--- src/rtl/cpu10_pkg.sv ---
// Shared definitions for the 10-bit CPU: bus widths, dump framing constant and
// the RAM dump FSM state encoding.
package cpu10_pkg;

  localparam int unsigned DATA_W = 10;
  localparam int unsigned ADDR_W = 10;

  localparam logic [7:0] DUMP_HDR = 8'hA5;

  typedef enum logic [2:0] {
    IDLE,
    HDR,
    RD,
    SEND_HI,
    SEND_LO,
    CSUM,
    DONE
  } dump_state_t;

endpackage

--- src/rtl/ram_dump_tx.sv ---
// Post-halt data RAM readback: walks a fixed address window and streams it as
// a framed byte stream (header, hi/lo byte per word, 8-bit checksum).
module ram_dump_tx
  import cpu10_pkg::*;
#(
  parameter logic [ADDR_W-1:0] START_ADDR = 10'h000,
  parameter int unsigned       DUMP_WORDS = 16
) (
  input  logic              i_clk,
  input  logic              i_rst,
  input  logic              i_start,
  output logic [ADDR_W-1:0] o_rd_addr,
  output logic              o_rd_en,
  input  logic [DATA_W-1:0] i_rd_data,
  output logic [7:0]        o_out_data,
  output logic              o_out_valid,
  input  logic              i_out_ready,
  output logic              o_busy,
  output logic              o_done
);

  localparam int unsigned     IDX_W    = (DUMP_WORDS > 1) ? $clog2(DUMP_WORDS) : 1;
  localparam logic [IDX_W-1:0] IDX_LAST = IDX_W'(DUMP_WORDS - 1);

  dump_state_t       r_state, w_state_nxt;
  logic [IDX_W-1:0]  r_idx, w_idx_nxt;
  logic [7:0]        r_csum, w_csum_nxt;
  logic [7:0]        r_lo, w_lo_nxt;
  logic [7:0]        r_out_data, w_out_data_nxt;
  logic              r_out_valid, w_out_valid_nxt;
  logic              r_rd_en, w_rd_en_nxt;
  logic [ADDR_W-1:0] r_rd_addr, w_rd_addr_nxt;
  logic              r_busy, w_busy_nxt;
  logic              r_done, w_done_nxt;

  logic [ADDR_W-1:0] w_addr_cur;
  logic [ADDR_W-1:0] w_addr_inc;
  logic [7:0]        w_sum;
  logic              w_xfer;

  // Address arithmetic wraps naturally at ADDR_W bits.
  assign w_addr_cur = START_ADDR + ADDR_W'(r_idx);
  assign w_addr_inc = w_addr_cur + ADDR_W'(1);
  assign w_sum      = r_csum + r_out_data;
  assign w_xfer     = r_out_valid & i_out_ready;

  always_ff @(posedge i_clk or posedge i_rst) begin
    if (i_rst) begin
      r_state     <= IDLE;
      r_idx       <= '0;
      r_csum      <= '0;
      r_lo        <= '0;
      r_out_data  <= '0;
      r_out_valid <= 1'b0;
      r_rd_en     <= 1'b0;
      r_rd_addr   <= '0;
      r_busy      <= 1'b0;
      r_done      <= 1'b0;
    end else begin
      r_state     <= w_state_nxt;
      r_idx       <= w_idx_nxt;
      r_csum      <= w_csum_nxt;
      r_lo        <= w_lo_nxt;
      r_out_data  <= w_out_data_nxt;
      r_out_valid <= w_out_valid_nxt;
      r_rd_en     <= w_rd_en_nxt;
      r_rd_addr   <= w_rd_addr_nxt;
      r_busy      <= w_busy_nxt;
      r_done      <= w_done_nxt;
    end
  end

  // Next-state logic also computes the registered output values for the state being entered.
  always_comb begin
    w_state_nxt     = r_state;
    w_idx_nxt       = r_idx;
    w_csum_nxt      = r_csum;
    w_lo_nxt        = r_lo;
    w_out_data_nxt  = r_out_data;
    w_out_valid_nxt = r_out_valid;
    w_rd_en_nxt     = 1'b0;
    w_rd_addr_nxt   = r_rd_addr;
    w_busy_nxt      = r_busy;
    w_done_nxt      = r_done;

    case (r_state)
      IDLE: begin
        if (i_start) begin
          w_state_nxt     = HDR;
          w_idx_nxt       = '0;
          w_csum_nxt      = '0;
          w_out_data_nxt  = DUMP_HDR;
          w_out_valid_nxt = 1'b1;
          w_busy_nxt      = 1'b1;
        end
      end
      HDR: begin
        if (w_xfer) begin
          w_state_nxt     = RD;
          w_out_valid_nxt = 1'b0;
          w_rd_en_nxt     = 1'b1;
          w_rd_addr_nxt   = w_addr_cur;
        end
      end
      RD: begin
        w_state_nxt     = SEND_HI;
        w_lo_nxt        = i_rd_data[7:0];
        w_out_data_nxt  = {6'b0, i_rd_data[9:8]};
        w_out_valid_nxt = 1'b1;
      end
      SEND_HI: begin
        if (w_xfer) begin
          w_state_nxt    = SEND_LO;
          w_csum_nxt     = w_sum;
          w_out_data_nxt = r_lo;
        end
      end
      SEND_LO: begin
        if (w_xfer) begin
          w_csum_nxt = w_sum;
          if (r_idx == IDX_LAST) begin
            w_state_nxt    = CSUM;
            w_out_data_nxt = w_sum;
          end else begin
            w_state_nxt     = RD;
            w_idx_nxt       = r_idx + IDX_W'(1);
            w_out_valid_nxt = 1'b0;
            w_rd_en_nxt     = 1'b1;
            w_rd_addr_nxt   = w_addr_inc;
          end
        end
      end
      CSUM: begin
        if (w_xfer) begin
          w_state_nxt     = DONE;
          w_out_valid_nxt = 1'b0;
          w_busy_nxt      = 1'b0;
          w_done_nxt      = 1'b1;
        end
      end
      DONE: begin
        // One frame per start assertion: wait for start to drop before re-arming.
        if (!i_start) begin
          w_state_nxt = IDLE;
          w_done_nxt  = 1'b0;
        end
      end
      default: begin
        w_state_nxt = IDLE;
      end
    endcase
  end

  assign o_rd_addr   = r_rd_addr;
  assign o_rd_en     = r_rd_en;
  assign o_out_data  = r_out_data;
  assign o_out_valid = r_out_valid;
  assign o_busy      = r_busy;
  assign o_done      = r_done;

endmodule

--- config.mk ---
export PLATFORM = sky130hd
export DESIGN_NAME = ram_dump_tx
export DESIGN_NICKNAME = d
export VERILOG_FILES = /design/src/rtl/cpu10_pkg.sv /design/src/rtl/ram_dump_tx.sv
export SDC_FILE = /design/constraint.sdc
export NUM_CORES = 1
export LEC_CHECK = 0
export CAP_MARGIN = 20
export CELL_PAD_IN_SITES_DETAIL_PLACEMENT = 2
export CELL_PAD_IN_SITES_GLOBAL_PLACEMENT = 2
export CORE_MARGIN = 4
export CORE_UTILIZATION = 34
export DETAILED_ROUTE_END_ITERATION = 10
export PLACE_DENSITY = 0.79
export SLEW_MARGIN = 0
export SYNTH_ARGS = -nofsm -noshare
export SYNTH_HDL_FRONTEND = slang
export SYNTH_SLANG_ARGS = --single-unit
--- constraint.sdc ---
create_clock -name i_clk -period 2.6 [get_ports i_clk]
set_clock_uncertainty 0.05 [all_clocks]
set_input_delay 0.39 -clock i_clk [delete_from_list [all_inputs] [get_ports i_clk]]
set_output_delay 0.39 -clock i_clk [all_outputs]
set_load 0.01 [all_outputs]
### Word-level counts from Yosys, hierarchy flattened

Index checks and enable logic that the tools add are counted.

* input port bits: 14
* output and inout bits: 22
* logic and storage cells: 86
* register bits: 45

* $add $sub $neg: 3
* equal/unequal tests: 17
* reduce and logical (&&, ||, !) cells: 18
* bitwise operators: 1
* mux-type cells: 37

Operators with widths (number)
* two-way mux 8 bit: 6
* case mux 8 bit (4 select lines): 1
* two-way mux 10 bit: 3
* two-way mux 3 bit: 7
* case mux 3 bit (7 select lines): 1
* case mux 10 bit (2 select lines): 1
* inequality test 2 bit (second input constant): 8
* case mux 8 bit (2 select lines): 1
* two-way mux 4 bit: 3
* AND reduction 5 bit: 2
* nonzero test 2 bit: 5
* == test 3 bit (second input constant): 3
* two-way mux 1 bit: 9
* AND reduction 3 bit: 3
* adder 8 bit: 1
* case mux 4 bit (2 select lines): 1
* AND reduction 4 bit: 2
* nonzero test 4 bit: 2
* == test 3 x 2 -> 1 bit (second input constant): 2
* case mux 1 bit (2 select lines): 3
* AND reduction 6 bit: 1
* adder 4 x 1 -> 5 bit (second input constant): 1
* adder 4 x 1 -> 4 bit (second input constant): 1
* == test 4 bit (second input constant): 1
* 6 further kinds: 8

### Depth between registers and ports, before layout

Gate-level depths: netlist of the first run.

* word-level depth: 4
* mapped depth: 8
* mapped depth without buffers: 7

### Worst setup path before layout of the first run

Ideal clock, no wire load.

* path kind: reg-to-reg
* start: register r_out_data[0], in the netlist o_out_data[0]
* end: register r_csum[6]
* library setup time: 0.130 ns
* buffers on the path: 0
* period minus slack after synthesis: 1.971 ns
* arrival: 1.791 ns
* data required time: 2.420 ns
* cell stages (with the launch flop): 8
* path slack: 0.629 ns
* cell sequence: dfrtp_1 ha_1 fa_1 a211oi_1 o21bai_1 a21oi_1 xor2_1 o31ai_1

* word-level cells in the longest chain between the ends: 3

RTL lines
* start: declaration: line ram_dump_tx.sv:29 `logic [7:0] r_out_data, w_out_data_nxt;`
* start signal: assignment: line ram_dump_tx.sv:64 `r_out_data <= w_out_data_nxt;`
* adder 8 bit: line ram_dump_tx.sv:44 `assign w_sum = r_csum + r_out_data;`
* two-way mux 8 bit: line ram_dump_tx.sv:112, ram_dump_tx.sv:119
* case mux 8 bit (2 select lines): line ram_dump_tx.sv:86 `case (r_state)`
* end signal: assignment: line ram_dump_tx.sv:62 `r_csum <= w_csum_nxt;`
* end: declaration: line ram_dump_tx.sv:27 `logic [7:0] r_csum, w_csum_nxt;`

No other way between the ends. The select of a mux whose other input is x is not followed.
A chain may end at the register's enable or synchronous reset.

### Final worst setup path of the first run

* start: register r_state[2]
* end: register r_idx[3]

* word-level cells in the longest chain between the ends: 3
* elaborated cells on any way between the ends: 8
* those cells by class: eq/ne: 4; mux: 1; reduce/logical: 3

RTL lines
* start: declaration: line ram_dump_tx.sv:25 `dump_state_t r_state, w_state_nxt;`
* start signal: assignment: line ram_dump_tx.sv:60 `r_state <= w_state_nxt;`
* == test 3 bit or zero test 3 bit (tied branches): line ram_dump_tx.sv:86
* inequality test 2 bit (no line) or nonzero test 2 bit (tied branches)
* AND reduction 4 bit (no line)
* end signal: assignment: line ram_dump_tx.sv:61 `r_idx <= w_idx_nxt;`
* end: declaration: line ram_dump_tx.sv:26 `logic [IDX_W-1:0] r_idx, w_idx_nxt;`

Several ways; a longest one is shown, not always the timed one.

==> out/results.txt, run 1 <==
Status = completed
CP arrival = 2.33 ns
Post_cts resized = 0
Number of synthesis warnings = 0
Max Fclk = 459 MHz
Worst-Skew Late Latency = 0.31 ns
Via/cell ratio = 5.53
Crit-path max FO = 22
ANT cells = 0
Power Density = 1150 nW/µm²
DRT Pass-1 Iters = 4
Final Critical Period = 2.18 ns
First-pass GRT wire length = 11.2 mm
Synth Flop Type = dfrtp_1
Post-synthesis sequential area ratio = 42.8%
P_leak = 1.15 nW
Layout area overhead = 18.4%
GRT Util Overall = 16.7%
Core Footprint = 6490 µm²
Antenna violations before repair = 0
Critical Path Sink Type = flop
H-tree depth = 2
Layout cells sized above 1 = 12.4%
EDFF count, synth = 0
Post-DR wirelength/cell = 18.7 µm
Worst EP required = 2.75 ns
Clk buf depth = 2
Worst Hold Class = in -> async
Final Non-Filler Cells = 344
Starting Density = 36.0%
Final setup fails = 0
Final net count = 290
Vias in the first global route = 2,150
Syn Inst Count = 237
Fin. Hold Viols = 0
Dpl ws = 0.361 ns
Vias = 1,903
DRC errors left = 0
Max-slew violation count = 0
RSZ-0062 raised after global routing = no
Number of buffers and inverters on the critical path = 0
Slowest library cell on the worst path = dfrtp_1
Final cell utilization of the core = 42.6%
Routability cong. = 0.761
Largest net degree at the start of global routing = 41
Fin area = 2770 µm²
Worst-Margin Slew = 0.657 ns
R2r setup slk = 0.42 ns
Die height = 90.9 µm
Post-route setup TNS = 0 ns
Crit-path cells = nand3_1, o21ai_0, and2_1, o21ai_0, a22o_1
Setup ws final = 0.421 ns
Site row count = 29
Mapped cell area = 2340 µm²
GRT overflow = 0
Dpl cell area = 2670 µm²
Num ports = 36
Worst slew margin = 56.2%
Die Area = 8260 µm²
# hold bufs at CTS = 0
Synth cell types = 57
PortBufs = 30
Number of nets still failing antenna checks after routing = 0
Dpl cells = 336
Period utilisation layout = 83.8%
Initial drt markers = 39
Max-cap viol count = 0
Clk pin slew, worst setup/hold paths = 0.09 ns
CP Launch Type = flop
Family with the most delay on the worst path = flip-flops
Worst path max stage delay = 0.77 ns
CTS root buffer = clkbuf_8
Post-synth ARST share = 100%
Cell with the most instances on the worst path = o21ai_0
FF+latch count, synth = 40
CTS sink cnt = 40
Synth Area per Inst = 9.86 µm²
Max VDD drop = 0.433 mV
Crit Path Category = reg -> reg
Final WL = 6.43 mm
Final hold slack = 0.448 ns
Chip Width = 90.9 µm
Total CTS buffers = 5
TritonCTS clock tree = built
Setup bufs post-CTS = 0
HPWL Detailed = 4.67 mm
Total Power = 3.18 mW
-- flip-flops by register name (all words and copies together) (netlist names) --
register / cells
o_out_data: 8
r_csum: 8
r_lo: 8
o_rd_addr: 5
r_idx: 4
r_state: 3
o_busy: 1
o_done: 1
o_out_valid: 1
o_rd_en: 1
-- power breakdown --
| part | switching, mW | total, mW | internal, mW |
|---|---|---|---|
| Clock | 0.250 | 0.465 | 0.215 |
| Sequential | 0.298 | 1.17 | 0.877 |
| Combinational | 0.810 | 1.54 | 0.733 |
| Total | 1.36 | 3.18 | 1.83 |
-- cell usage after synthesis, types with 5 or more instances --
cell / n / area (µm²)
nor2_1: 23 / 86.3
xor2_1: 5 / 43.8
inv_1: 5 / 18.8
dfrtp_1: 40 / 1000
nand2_1: 20 / 75.1
a22o_1: 8 / 70.1
ha_1: 9 / 113
mux2_2: 8 / 90.1
a21oi_1: 15 / 75.1
and2_1: 5 / 31.3
buf_4: 9 / 67.6
o21ai_0: 20 / 100
-- path summary, 6_finish.rpt --
check	start	cells past startpoint	endpoint
setup / recovery	r_state[2]	5	r_idx[3]
hold / removal	i_rst	3	r_state[1]
setup reg to reg	r_state[2]	5	r_idx[3]
hold reg to reg	o_rd_addr[4]	1	o_rd_addr[4]
max in group asynchronous	i_rst	3	r_csum[7]
min in group i_clk	o_rd_addr[4]	1	o_rd_addr[4]
-- cell type report --
type | count | area (µm²)
well taps | 77 | 96.3
inverters | 6 | 23.8
repair buffers | 33 | 323
clock inverters | 2 | 15.0
clock buffers | 6 | 82.6
fillers | 708 | 3730
flip-flops and latches | 40 | 1000
multi-input cells | 180 | 1220
-- worst reg2reg max path, stage by stage (launching register included) --
cell	delay (ns)
dfrtp_1	0.77
nand3_1	0.32
o21ai_0	0.25
and2_1	0.31
o21ai_0	0.16
a22o_1	0.20
-- cell usage in the layout, fill, tap and decap left out, types with 3 or more instances in the layout --
| master | instances |
|---|---|
| nor2_1 | 23 |
| inv_1 | 5 |
| mux2_2 | 8 |
| and2_1 | 5 |
| clkdlybuf4s50_1 | 30 |
| nand3_1 | 4 |
| o21ai_0 | 20 |
| nand4b_1 | 3 |
| xnor2_1 | 3 |
| clkbuf_8 | 6 |
| nor2b_1 | 4 |
| dfrtp_1 | 40 |
| a22o_1 | 8 |
| buf_4 | 3 |
| a21oi_1 | 15 |
| nand2_1 | 20 |
| ha_1 | 9 |
| conb_1 | 5 |
| a22oi_1 | 4 |
| xor2_1 | 5 |
-- per-layer routing --
metal	vias to the layer above	GRT usage [%]	share of wire, %
li1	900	-	-
met2	22	29.6	52
met4	0	3.39	0.92
met5	-	0	0
met3	6	3.75	2.7
met1	975	20.9	44
-- logic make-up after synthesis --
| family | count (synthesis) | share of synthesized area [%] |
|---|---|---|
| AND/OR/NAND/NOR | 76 | 16.8 |
| buffers and inverters | 21 | 5.36 |
| XOR/XNOR | 8 | 3.00 |
| multiplexers | 8 | 3.86 |
| flip-flops | 40 | 42.8 |
| adder cells (fa/ha/maj) | 10 | 5.68 |
| other | 1 | 0.161 |
| AO/OA/AOI/OAI | 73 | 22.3 |
(Power assumes the default switching activity.)
==> run 2, diff against run 1 <==
--- a/config.mk
+++ b/config.mk
@@ -9,9 +9,9 @@
 export CELL_PAD_IN_SITES_DETAIL_PLACEMENT = 2
 export CELL_PAD_IN_SITES_GLOBAL_PLACEMENT = 2
 export CORE_MARGIN = 4
-export CORE_UTILIZATION = 34
+export CORE_UTILIZATION = 30
 export DETAILED_ROUTE_END_ITERATION = 10
-export PLACE_DENSITY = 0.79
+export PLACE_DENSITY = 0.74
 export SLEW_MARGIN = 0
 export SYNTH_ARGS = -nofsm -noshare
 export SYNTH_HDL_FRONTEND = slang
==> constraint.sdc (replaced) <==
create_clock -name i_clk -period 1.8 [get_ports i_clk]
set_clock_uncertainty 0.05 [all_clocks]
set_input_delay 0.27 -clock i_clk [delete_from_list [all_inputs] [get_ports i_clk]]
set_output_delay 0.27 -clock i_clk [all_outputs]
set_load 0.01 [all_outputs]
==> run 2 against run 1 <==
Against the previous run:
- the flow now finishes with violations (negative setup slack)
- global-route usage grew 1.1 points
- power grew 75%
- core utilization grew 1.5 points
- sequential power grew 41%
- critical path depth grew 2
- non-clock buffer count grew 41
==> out/results.txt, run 2 (same netlist as run 1, synthesis figures left out) <==
Routability cong. = 0.766 (+0.72%)
Starting Density = 31.5% (-4.4 points)
Gr busiest metal = met2
DRT Pass-1 Iters = 4 (unchanged)
H-tree depth = 2 (unchanged)
PortBufs = 30 (unchanged)
Core Footprint = 7410 µm² (+14%)
Num ports = 36 (unchanged)
Dpl ws = -0.303 ns (-0.664 ns)
# fillers = 791 (+12%)
Total Power = 5.56 mW (+75%)
Final hold slack = 0.272 ns (-0.176 ns)
RSZ-0062 raised after global routing = yes
Max-slew violation count = 0 (unchanged)
Final setup fails = 8 (+8)
Chip Width = 96.2 µm (+5.9%)
Die Area = 9260 µm² (+12%)
Layout cells sized above 1 = 30.5% (+18 points)
Max Fclk = 496 MHz (+8.2%)
P_leak = 1.38 nW (+20%)
Final Critical Period = 2.01 ns (-0.164 ns)
Period utilisation layout = 112% (+28 points)
CP Launch Type = flop
Status = finished, violations left
Vias = 2,066 (+8.6%)
Crit Path Category = reg -> reg
Worst-Margin Slew = 0.535 ns (-0.122 ns)
Worst slew margin = 64.2% (+8.0 points)
Vias in the first global route = 2,281 (+6.1%)
Fin area = 3260 µm² (+18%)
CTS root buffer = clkbuf_8
Via/cell ratio = 5.08 (-8.2%)
Largest net degree at the start of global routing = 41 (unchanged)
TritonCTS clock tree = built
Fin. Hold Viols = 0 (unchanged)
Post-DR wirelength/cell = 18.6 µm (-0.31%)
ANT cells = 0 (unchanged)
Failing checks = negative setup slack
Final net count = 331 (+14%)
Total CTS buffers = 5 (unchanged)
Clk pin slew, worst setup/hold paths = 0.09 ns (about the same)
Setup ws final = -0.215 ns (-0.636 ns)
# hold bufs at CTS = 0 (unchanged)
Clk buf depth = 2 (unchanged)
Site row count = 31 (+6.9%)
Dpl cell area = 3040 µm² (+14%)
Crit-path max FO = 3 (-86%)
Worst EP required = 1.96 ns (-0.79 ns)
CTS sink cnt = 40 (unchanged)
Worst-Skew Late Latency = 0.31 ns (about the same)
Commonest non-fill, non-tap cell in the layout = buf_4
CP arrival = 2.18 ns (-0.15 ns)
Number of nets still failing antenna checks after routing = 0 (unchanged)
Layout area overhead = 39.7%
HPWL Detailed = 5.56 mm (+19%)
Met2 usage = 31.5% (+1.9 points)
Initial drt markers = 41 (+5.1%)
GR Layer Usage met3 = 3.91% (+0.16 points)
Antenna violations before repair = 0 (unchanged)
Final WL = 7.59 mm (+18%)
Most frequent cells in the layout = buf_4 (41), dfrtp_1 (37), clkdlybuf4s50_1 (30)
Max-cap viol count = 0 (unchanged)
Critical Path Sink Type = flop
Die height = 96.2 µm (+5.9%)
First-pass GRT wire length = 12.4 mm (+11%)
DRC errors left = 0 (unchanged)
GRT Util Overall = 17.8% (+1.1 points)
Max VDD drop = 0.624 mV (+44%)
GRT overflow = 0 (unchanged)
Worst Hold Class = in -> async
Power Density = 1700 nW/µm² (+48%)
Routing usage on met1 = 22.0% (+1.2 points)
-- run 2: worst max-delay path: stages (launching register included) --
cell and delay (ns):
dfrtp_1 0.40, ha_2 0.21, fa_2 0.41, a211oi_2 0.23, o21bai_1 0.10, a21oi_2 0.21
xor2_2 0.12, o31ai_2 0.20
-- run 2: path summary, 6_finish.rpt --
path                                  to  slack [ns]  depth (start not counted)         start
max                            r_csum[6]       -0.21                          7     r_csum[0]
max reg2reg                    r_csum[6]       -0.21                          7     r_csum[0]
min                        o_out_data[7]        0.27                          3         i_rst
min reg2reg                 o_rd_addr[4]        0.46                          1  o_rd_addr[4]
min in group i_clk          o_rd_addr[4]        0.46                          1  o_rd_addr[4]
max in group asynchronous     r_state[0]        1.18                          3         i_rst
-- run 2: area by class of cell --
| cell class | instances | area [µm²] | area share, % |
|---|---|---|---|
| Clock buffer | 6 | 72.6 | 2.22 |
| Tap cell | 99 | 124 | 3.80 |
| Inverter | 6 | 23.8 | 0.729 |
| Timing Repair Buffer | 74 | 659 | 20.2 |
| Sequential cell | 40 | 1000 | 30.8 |
| Clock inverter | 2 | 35.0 | 1.07 |
| Multi-Input combinational cell | 180 | 1340 | 41.2 |
-- run 2: per-layer routing --
layer,routed length [µm],up-vias
li1,-,981
met1,3300,1059
met2,4060,21
met3,172,5
met4,58,0
met5,0,-
-- run 2: what timing repair did --
action	4_1_cts	5_1_grt
setup buffers	0	2
setup endpoints to repair	8	18
endpoints found under the hold margin	0	0
pin swaps	5	5
gates resized for setup	13	10
-- run 2: per-stage QoR --
step | utilization, % | setup TNS [ns] | instances
after floorplan | - | -0.0262 | 241
after global placement | 41.1 | -1.09 | 397
after detailed placement | 41.1 | -2.08 | 397
after CTS | 43.3 | -0.653 | 405
after global routing | 44.0 | -1.69 | 407
final | 44.0 | -0.795 | 407
-- run 2: power by group --
group | switching, mW | total (mW) | internal, mW
combinational | 1.55 | 3.15 | 1.60
clock | 0.351 | 0.763 | 0.412
sequential | 0.371 | 1.65 | 1.28
total | 2.27 | 5.56 | 3.29
==> run 3, diff against run 2 <==
--- a/config.mk
+++ b/config.mk
@@ -5,6 +5,7 @@
 export SDC_FILE = /design/constraint.sdc
 export NUM_CORES = 1
 export LEC_CHECK = 0
+export ABC_CLOCK_PERIOD_IN_PS = 1800
 export CAP_MARGIN = 20
 export CELL_PAD_IN_SITES_DETAIL_PLACEMENT = 2
 export CELL_PAD_IN_SITES_GLOBAL_PLACEMENT = 2
==> results of run 3 <==
Same layout as run 2: the final DEF is identical, and so are final timing and power.
